[config.mk]
export PLATFORM = sky130hd
export DESIGN_NAME = button_debouncer
export DESIGN_NICKNAME = d
export VERILOG_FILES = /design/src/rtl/debounce_pkg.sv /design/src/rtl/sync_ff.sv /design/src/rtl/button_debouncer.sv
export SDC_FILE = /design/constraint.sdc
export NUM_CORES = 1
export LEC_CHECK = 0
export BUFFER_PORTS_ARGS = -buffer_cell sky130_fd_sc_hd__buf_2
export CAP_MARGIN = 40
export CORE_AREA = 2 2 39 41
export CTS_BUF_LIST = sky130_fd_sc_hd__clkbuf_4
export CTS_CLUSTER_DIAMETER = 120
export DETAILED_ROUTE_END_ITERATION = 10
export DIE_AREA = 0 0 41 43
export PLACE_DENSITY = 0.47
export SYNTH_ARGS = -nofsm -noshare
export SYNTH_HDL_FRONTEND = slang
export SYNTH_HIERARCHICAL = 1
export SYNTH_SLANG_ARGS = --single-unit
[constraint.sdc]
create_clock -name clk -period 1.26 [get_ports clk]
set_clock_uncertainty 0.1 [all_clocks]
set_input_delay 0.189 -clock clk [delete_from_list [all_inputs] [get_ports clk]]
set_output_delay 0.189 -clock clk [all_outputs]
set_load 0.02 [all_outputs]
[src/rtl/debounce_pkg.sv]
// Shared types and defaults for the push-button debouncer.
package debounce_pkg;

  // Debounce FSM: two stable states, each with a qualifying check state.
  typedef enum logic [1:0] {
    RELEASED    = 2'd0,
    PRESS_CHK   = 2'd1,
    PRESSED     = 2'd2,
    RELEASE_CHK = 2'd3
  } state_t;

  localparam int DEF_SYNC_STAGES   = 2;
  localparam int DEF_STABLE_CYCLES = 4;

endpackage

[src/rtl/sync_ff.sv]
// Multi-flop synchronizer bringing an asynchronous level into the clk domain.
module sync_ff
  import debounce_pkg::*;
#(
  parameter int STAGES = DEF_SYNC_STAGES
) (
  input  logic clk,
  input  logic reset_n,
  input  logic d,
  output logic q
);

  logic [STAGES-1:0] r_chain;

  // Shift the raw level through the chain; reset clears every stage.
  always_ff @(posedge clk) begin
    if (!reset_n) begin
      r_chain <= '0;
    end else begin
      r_chain <= {r_chain[STAGES-2:0], d};
    end
  end

  assign q = r_chain[STAGES-1];

endmodule

[src/rtl/button_debouncer.sv]
// Push-button debouncer: synchronizer, stable-sample counter and a
// four-state FSM producing a debounced level and a one-cycle press strobe.
module button_debouncer
  import debounce_pkg::*;
#(
  parameter int SYNC_STAGES   = DEF_SYNC_STAGES,
  parameter int STABLE_CYCLES = DEF_STABLE_CYCLES
) (
  input  logic clk,
  input  logic reset_n,
  input  logic button,
  output logic pulse,
  output logic level
);

  localparam int                CNT_W    = $clog2(STABLE_CYCLES) + 1;
  localparam logic [CNT_W-1:0]  CNT_LAST = CNT_W'(STABLE_CYCLES - 1);
  localparam logic [CNT_W-1:0]  CNT_ONE  = CNT_W'(1);

  logic             w_b_s;
  state_t           r_state,  w_state_nxt;
  logic [CNT_W-1:0] r_cnt,    w_cnt_nxt;
  logic             r_pulse,  w_pulse_nxt;
  logic             r_level,  w_level_nxt;

  // ---- stage 0: synchronize the raw button into the clk domain ----
  sync_ff #(
    .STAGES (SYNC_STAGES)
  ) u_sync (
    .clk     (clk),
    .reset_n (reset_n),
    .d       (button),
    .q       (w_b_s)
  );

  // ---- stage 1: next-state decode from the synchronized sample ----
  // Next state, counter and outputs; the counter counts consecutive
  // samples that disagree with the current debounced level.
  always_comb begin
    w_state_nxt = r_state;
    w_cnt_nxt   = r_cnt;
    w_pulse_nxt = 1'b0;
    w_level_nxt = r_level;
    unique case (r_state)
      RELEASED: begin
        if (w_b_s) begin
          w_state_nxt = PRESS_CHK;
          w_cnt_nxt   = CNT_ONE;
        end else begin
          w_cnt_nxt   = '0;
        end
      end
      PRESS_CHK: begin
        if (!w_b_s) begin
          w_state_nxt = RELEASED;
          w_cnt_nxt   = '0;
        end else if (r_cnt == CNT_LAST) begin
          w_state_nxt = PRESSED;
          w_pulse_nxt = 1'b1;
          w_level_nxt = 1'b1;
          w_cnt_nxt   = '0;
        end else begin
          w_cnt_nxt   = r_cnt + CNT_ONE;
        end
      end
      PRESSED: begin
        if (!w_b_s) begin
          w_state_nxt = RELEASE_CHK;
          w_cnt_nxt   = CNT_ONE;
        end
      end
      RELEASE_CHK: begin
        if (w_b_s) begin
          w_state_nxt = PRESSED;
          w_cnt_nxt   = '0;
        end else if (r_cnt == CNT_LAST) begin
          w_state_nxt = RELEASED;
          w_level_nxt = 1'b0;
          w_cnt_nxt   = '0;
        end else begin
          w_cnt_nxt   = r_cnt + CNT_ONE;
        end
      end
      default: begin
        w_state_nxt = RELEASED;
        w_cnt_nxt   = '0;
      end
    endcase
  end

  // ---- stage 2: registered state, counter and outputs ----
  // Register FSM state, counter and outputs; reset discards all progress.
  always_ff @(posedge clk) begin
    if (!reset_n) begin
      r_state <= RELEASED;
      r_cnt   <= '0;
      r_pulse <= 1'b0;
      r_level <= 1'b0;
    end else begin
      r_state <= w_state_nxt;
      r_cnt   <= w_cnt_nxt;
      r_pulse <= w_pulse_nxt;
      r_level <= w_level_nxt;
    end
  end

  assign pulse = r_pulse;
  assign level = r_level;

endmodule

* Word-level counts from Yosys, hierarchy flattened
Index checks and enable logic that the tools add are counted.
Word-level totals: input bits 3, bits in writable memories 0, output and inout bits 2, memory bits (read-only) 0, logic and storage cells 42, flip-flop bits (word level) 9, latch bits 0, memories kept 0
Operators by class: eq/ne operators 12, $mul 0, divide/modulo/power cells 0, mux-type cells 19, shift operators 0, $lt $le $gt $ge 0, bitwise logic cells 0, reduce and logical (&&, ||, !) cells 5, $add $sub $neg 1
Operators by type and width (count):
- 2-to-1 mux 2 bit | 6
- 2-to-1 mux 3 bit | 4
- case mux 3 bit (4 select lines) | 1
- inequality test 2 bit, second input constant | 4
- case mux 2 bit (4 select lines) | 1
- 2-to-1 mux 1 bit | 6
- AND reduction 5 bit | 1
- == test 2 bit, second input constant | 2
- inequality test 2 x 1 -> 1 bit, second input constant | 2
- AND reduction 4 bit | 1
- adder 3 x 1 -> 3 bit, second input constant | 1
- == test 3 x 2 -> 1 bit, second input constant | 1
- inequality test 3 x 2 -> 1 bit, second input constant | 1
- inequality test 3 bit, second input constant | 1
- AND reduction 3 bit | 1
- == test 2 x 1 -> 1 bit, second input constant | 1
- logical NOT 2 bit | 1
- case mux 1 bit (2 select lines) | 1
- nonzero test 2 bit | 1

* Logic depth before layout (Yosys ltp)
Gate-level depths: netlist of run 1.
depth after elaboration 4, mapped depth 4, depth with buffers taken out 4

* By module
Netlist of run 1, hierarchy kept.
Modules (own cells, without submodules):
- button_debouncer | area an instance 334.1 µm², cells each 37, times used 1, sequential area each 140.1 µm²
- sync_ff | area an instance 52.6 µm², cells each 4, times used 1, sequential area each 40.0 µm²

* Least setup slack after synthesis of run 1
OpenSTA, ideal clock, no wires.
path type register -> register, start reg r_cnt[0], end reg r_level, in the netlist level, path slack 0.118 ns, period minus slack after synthesis 1.142 ns, cell stages (with the launch flop) 5, data arrival time 0.921 ns, data required time 1.039 ns, setup time 0.121 ns, path buffers 0, path through dfxtp_1 ha_1 and3b_1 a21oi_1 o22ai_1
On the way: cells in the longest elaborated chain, start to end 3, elaborated cells between the ends (all ways) 4, those cells by class 3 x eq/ne; 1 x reduce/logical
RTL lines:
- start, declared | RTL line button_debouncer.sv:22 | logic [CNT_W-1:0] r_cnt, w_cnt_nxt;
- start signal, assigned | RTL line button_debouncer.sv:101 | r_cnt <= w_cnt_nxt;
- == test 3 x 2 -> 1 bit * | RTL line button_debouncer.sv:57, button_debouncer.sv:76
- inequality test 2 bit (no line)
- AND reduction 5 bit (no line) *
- end signal, assigned | RTL line button_debouncer.sv:103 | r_level <= w_level_nxt;
- end, declared | RTL line button_debouncer.sv:24 | logic r_level, w_level_nxt;
Every way passes the cells marked *; elsewhere a longest branch is shown, timed or not. A chain may end at the register's enable or synchronous reset.

* Final worst setup path of run 1
Ends and elaborated chain as after synthesis.

==> out/metrics.csv, run 1 <==
stage;metric;value;unit
outcome;status;completed;
critical_path;kind of critical path;reg -> reg;
yosys;top post-synthesis cells by area;dfxtp_1, nand2b_1, nand2_1;
grt;GR Layer Usage met2;10.6;%
grt;pin count of the biggest net entering global routing;10;
route;1st-iter DRT viols;3;
yosys;syn_area_per_cell;9.43;sq um
critical_path;slowest stage cell on the critical path;dfxtp_1;
critical_path;worst-path fanout max;4;
timing;fin crit period;1.16;ns
final_layout;share of cells above drive strength 1;25.0;%
route;DRT antenna net count;0;
timing;ratio of final minimum period to clock period;92.2;%
floorplanning;std cell rows;14;
placement;Post-Place Cell Area;415;sq um
yosys;most common cell in the netlist;dfxtp_1;
final_layout;Util after Layout;33.4;%
cts;TritonCTS sink count;9;
final_layout;# diodes;0;
grt;Most Crowded Layer GR;met1;
critical_path;Critical Path RT;1.31;ns
cts;Root Driver;clkbuf_4;
timing;Max Slew Vio Count;0;
yosys;Yosys top cell by area;dfxtp_1;
pwr;worst vdd ir;0.636;mV
grt;GRT Util Overall;9.97;%
timing;RSZ-0062 raised after global routing;false;
grt;initial antenna violation count;0;
critical_path;CP Launch Type;flip-flop;
placement;DP Wirelength;439;um
timing;Fmax;861;MHz
final_layout;Design Area, Final;462;sq um
route;drt pass-1 iters;3;
grt;met1 usage in global routing;13.3;%
pwr;switching share of total power;21.9;%
pwr;NetSw;0.127;mW
yosys;Top FF cell, synth;dfxtp_1;
yosys;Syn Inst Count;41;
critical_path;Worst EP arrival;1.21;ns
critical_path;cells along the critical path;ha_4 > and3b_2 > a21oi_1 > o22ai_1;
yosys;Ys Warns;6;
yosys;mapped cell area;387;sq um
pwr;Internal;0.454;mW
final_layout;layout net count;53;
pwr;Leak;0.166;nW
yosys;Synth top area share;46.6;%
cts;TritonCTS clock tree;done;
floorplanning;Die Footprint;1760;sq um
grt;vias in the first global route;273;
pwr;Reg power frac;52.3;%
cts;hold buffer count at cts;0;
min_path;HP Class;in -> reg;
timing;Final setup viols;0;
yosys;flop and latch count out of synthesis;9;
timing;Fin. Hold Viols;0;
yosys;Distinct cells, synth;20;
final_layout;area grow syn2layout;19.4;%
cts;Num CTS Buffers;3;
timing;worst slew pin tran;0.285;ns
pwr;logic gate share of total power;6.0;%
route;average wire per standard cell;9.67;um
floorplanning;core area;1380;sq um
floorplanning;Initial Util;27.9;%
route;aggregate routed wire length;619;um
timing;hold_ws;0.0261;ns
pwr;clock power share;41.8;%
route;Avg Vias per Cell;4.52;
route;DRC;0;
floorplanning;num ports;5;
cts;clk_lat worst skew;0.26;ns
placement;PortBufs;4;
pwr;Pwr Density;1260;nW/um^2
cts;Clock Pin Slew Worst Setup and Hold Paths;0.06;ns
grt;GRT met3 Usage;4.71;%
cts;deepest clock path buffer count;2;
yosys;Seq/Total Area, Yosys;46.6;%
placement;GPL Wtd Cong;0.689;
route;Via Count;289;
yosys;Post-synth EDFFs;0;
job;max-cap violation count;0;
yosys;Post-synth ARST share;0;%
timing;max_slew headroom;81.0;%
cts;CTS H-Tree Depth;1;
grt;global-route wire length before repair;1080;um
floorplanning;Die Y-Extent;43;um
critical_path;Setup crit end kind;flip-flop;
timing;Setup TNS;0;ns
yosys;Post-synth top cells;dfxtp_1, nand2_1, nand2b_1;
floorplanning;Horiz. Die Dim;41;um
yosys;syn_nets;45;
grt;GRT overflow;0;
final_layout;Fill cells;143;
critical_path;crit-path max cell delay;0.34;ns
layout by cell type, fill, tap and decap left out, drive strengths merged:
cell type and n:
nor3 1, o21a 1, o211ai 1, and3b 1, dfxtp 9, inv 1
nor2 2, and2 2, clkbuf 4, a221oi 1, and3 1, buf 4
nand2b 4, a21boi 1, nand3b 1, o22ai 2, ha 1, nand2 6
a21oi 2, xnor2 1, nor3b 2
metal layers:
metal,wire [um],up-vias
met3,30,3
met5,0,-
met1,321,123
met2,245,7
li1,-,156
met4,21,0
stage by stage:
| stage | setup slack (ns) | instances | total power, mW |
|---|---|---|---|
| after floorplan | 0.118 | 41 | 0.333 |
| after global placement | 0.0404 | 60 | 0.345 |
| after detailed placement | 0.0490 | 60 | 0.345 |
| after CTS | 0.0411 | 64 | 0.589 |
| after global routing | 0.0309 | 64 | 0.612 |
| final | 0.0981 | 64 | 0.582 |
worst max-delay path: cells and delay by family (launching register included):
kind                       cells  cell delay [ns]
DFF                            1             0.34
and+or+nand+nor                1             0.21
AOI/OAI and AO/OA              2             0.22
adders and majority gates      1             0.18
power groups by stage:
stage | clock [mW] | combinational, mW | sequential [mW]
2_1_floorplan | 0 | 0.0199 | 0.314
5_1_grt | 0.267 | 0.0389 | 0.305
4_1_cts | 0.251 | 0.0352 | 0.303
3_5_place_dp | 0 | 0.0352 | 0.310
3_3_place_gp | 0 | 0.0354 | 0.309
6_report | 0.243 | 0.0346 | 0.304
area by class of cell:
cell class	count	area, sq um	share of cell area, %
Multi-Input combinational cell	30	208	45.0
Clock buffer	4	30.0	6.50
Timing Repair Buffer	4	20.0	4.34
Inverter	1	3.75	0.813
Tap cell	16	20.0	4.34
Sequential cell	9	180	39.0
kinds of logic (layout without fill, tap and decap cells):
logic type      Yosys count  after routing  share of synthesized area [%]
simple gates             20             20                           28.5
fa+ha+maj                 1              1                           3.24
buf+inv                   2              9                           3.88
flops                     9              9                           46.6
xor+xnor                  1              1                           2.27
compound gates            8              8                           15.5
final timing paths:
path	start	to	slack, ns	depth (start not counted)
setup / recovery	r_cnt[0]	level	0.1	4
hold / removal	button	u_sync/r_chain[0]	0.03	2
setup reg to reg	r_cnt[0]	level	0.1	4
hold reg to reg	u_sync/r_chain[0]	u_sync/r_chain[1]	0.33	1
timing repair:
| action | 4_1_cts | 5_1_grt |
|---|---|---|
| resized for setup | 0 | 4 |
| setup endpoints to repair | 0 | 4 |
| buffers inserted | 0 | 0 |
(Power assumes the default switching activity.)
==> inputs of run 2 (changes only) <==
--- a/config.mk
+++ b/config.mk
@@ -13,6 +13,7 @@
 export DETAILED_ROUTE_END_ITERATION = 10
 export DIE_AREA = 0 0 41 43
 export PLACE_DENSITY = 0.47
+export REMOVE_ABC_BUFFERS = 1
 export SYNTH_ARGS = -nofsm -noshare
 export SYNTH_HDL_FRONTEND = slang
 export SYNTH_HIERARCHICAL = 1
==> run 2 against run 1 <==
  * Combinational power hardly changed
  * Register-to-register slack about the same
  * Total power rose by 0.88%
  * First-iteration DRC count is 33% lower
  * Setup slack lost 0.0064 ns
  * Cell area unchanged
  * Sequential share of layout area unchanged
==> out/metrics.csv, run 2 (synthesis results as in run 1) <==
stage;metric;value;unit;change
critical_path;Critical Path RT;1.30;ns;about the same
critical_path;CP Launch Type;flip-flop;;
route;average wire per standard cell;10.5;um;+8.1%
critical_path;Buf/Inv on CP;0;;unchanged
route;DRT antenna net count;0;;unchanged
floorplanning;Die Footprint;1760;sq um;unchanged
floorplanning;core area;1380;sq um;unchanged
cts;deepest clock path buffer count;2;;unchanged
grt;GRT Util Overall;9.88;%;-0.091 points
grt;global-route wire length before repair;1120;um;+3.8%
critical_path;Worst EP arrival;1.21;ns;about the same
timing;worst slew pin tran;0.286;ns;+0.000612 ns
critical_path;r2r startpoint;r_cnt[0];;
final_layout;# diodes;0;;unchanged
critical_path;cells along the critical path;ha_4 > and3b_2 > a21oi_1 > o22ai_1;;
placement;DP Wirelength;475;um;+8.2%
cts;Clock Pin Slew Worst Setup and Hold Paths;0.07;ns;about the same
job;max-cap violation count;0;;unchanged
outcome;status;completed;;
pwr;worst vdd ir;0.597;mV;-6.2%
critical_path;crit path launch;r_cnt[0];;
placement;GPL Wtd Cong;0.702;;+1.9%
floorplanning;Horiz. Die Dim;41;um;unchanged
route;DRC;0;;unchanged
pwr;Pwr Density;1270;nW/um^2;+0.88%
cts;TritonCTS clock tree;done;;
critical_path;reg2reg end;level;;
route;aggregate routed wire length;669;um;+8.1%
final_layout;area grow syn2layout;19.4;%;unchanged
floorplanning;std cell rows;14;;unchanged
final_layout;share of cells above drive strength 1;25.0;%;unchanged
timing;Final setup viols;0;;unchanged
timing;Fmax;856;MHz;-0.55%
critical_path;reg2reg path depth;4;;unchanged
timing;fin crit period;1.17;ns;+0.00639 ns
grt;vias in the first global route;272;;-0.37%
floorplanning;num ports;5;;unchanged
cts;TritonCTS sink count;9;;unchanged
timing;Fin. Hold Viols;0;;unchanged
floorplanning;Die Y-Extent;43;um;unchanged
timing;hold_ws;0.0261;ns;-0.0000616 ns
pwr;Leak;0.166;nW;unchanged
timing;ratio of final minimum period to clock period;92.7;%;+0.51 points
critical_path;slowest stage cell on the critical path;dfxtp_1;;
critical_path;kind of critical path;reg -> reg;;
final_layout;commonest non-fill, non-tap cell in the layout;dfxtp_1;;
grt;initial antenna violation count;0;;unchanged
critical_path;crit-path max cell delay;0.34;ns;about the same
route;Via Count;287;;-0.69%
cts;Num CTS Buffers;3;;unchanged
critical_path;cell family with most CP delay;flip-flops;;
critical_path;WP depth;4;;unchanged
timing;RSZ-0062 raised after global routing;false;;
route;Avg Vias per Cell;4.48;;-0.69%
grt;pin count of the biggest net entering global routing;10;;unchanged
route;drt pass-1 iters;2;;-1
cts;CTS H-Tree Depth;1;;unchanged
final_layout;layout net count;53;;unchanged
cts;Root Driver;clkbuf_4;;
min_path;HP Class;in -> reg;;
cts;clk_lat worst skew;0.26;ns;about the same
floorplanning;Initial Util;27.9;%;unchanged
route;1st-iter DRT viols;2;;-1
timing;max_slew headroom;80.9;%;about the same
timing;Setup TNS;0;ns;unchanged
critical_path;worst setup path endpoint;level;;
critical_path;Setup crit end kind;flip-flop;;
timing;Max Slew Vio Count;0;;unchanged
final_layout;commonest cells after routing, fill and taps aside;dfxtp_1, nand2_1, nand2b_1, clkbuf_4, buf_2;;
critical_path;R2R Setup Slk;0.09;ns;about the same
cts;hold buffer count at cts;0;;unchanged
critical_path;worst-path fanout max;4;;unchanged
placement;PortBufs;4;;unchanged
grt;GRT overflow;0;;unchanged
run 2: power by group:
group	total, mW	internal [mW]	switching [mW]
sequential	0.304	0.295	0.00907
clock	0.248	0.144	0.105
combinational	0.0349	0.0159	0.0189
run 2: metrics by stage:
step | instance area [sq um] | instances | power [mW] | worst slack [ns] | utilization, %
2_1_floorplan | 375 | 40 | 0.331 | 0.118 | -
3_3_place_gp | 415 | 60 | 0.345 | 0.0583 | 30.0
3_5_place_dp | 415 | 60 | 0.345 | 0.0457 | 30.0
4_1_cts | 445 | 64 | 0.590 | 0.0344 | 32.2
5_1_grt | 462 | 64 | 0.607 | 0.0151 | 33.4
6_report | 462 | 64 | 0.587 | 0.0917 | 33.4
run 2: what timing repair did:
action / CTS / global route
hold endpoints to repair: 0 / 0
setup buffers: 0 / 0
endpoints found under the setup margin: 0 / 4
gates resized for setup: 0 / 4
run 2: routing by layer:
layer	part of all wire, %	vias to the layer above	global-route usage [%]
met5	0	-	0
met2	44	4	12.5
met1	52	126	13.0
met3	2.4	2	1.57
met4	1.5	0	10.0
li1	-	155	-
run 2: final cells by class:
class	instances	area, sq um
Clock buffer	4	30.0
Fill cell	145	922
Timing Repair Buffer	4	20.0
Tap cell	16	20.0
Inverter	1	3.75
Multi-Input combinational cell	30	208
Sequential cell	9	180
run 2: worst min-delay path by stage:
stage / from / to / cells after the start
floorplan: reset_n / r_cnt[1] / 1
global placement: button / u_sync/r_chain[0] / 2
detailed placement: button / u_sync/r_chain[0] / 2
CTS: button / u_sync/r_chain[0] / 2
global route: button / u_sync/r_chain[0] / 2
finish: button / u_sync/r_chain[0] / 2
run 2: worst register-to-register path, stage by stage (launching register included):
cell	delay (ns)
dfxtp_1	0.34
ha_4	0.18
and3b_2	0.21
a21oi_1	0.14
o22ai_1	0.08
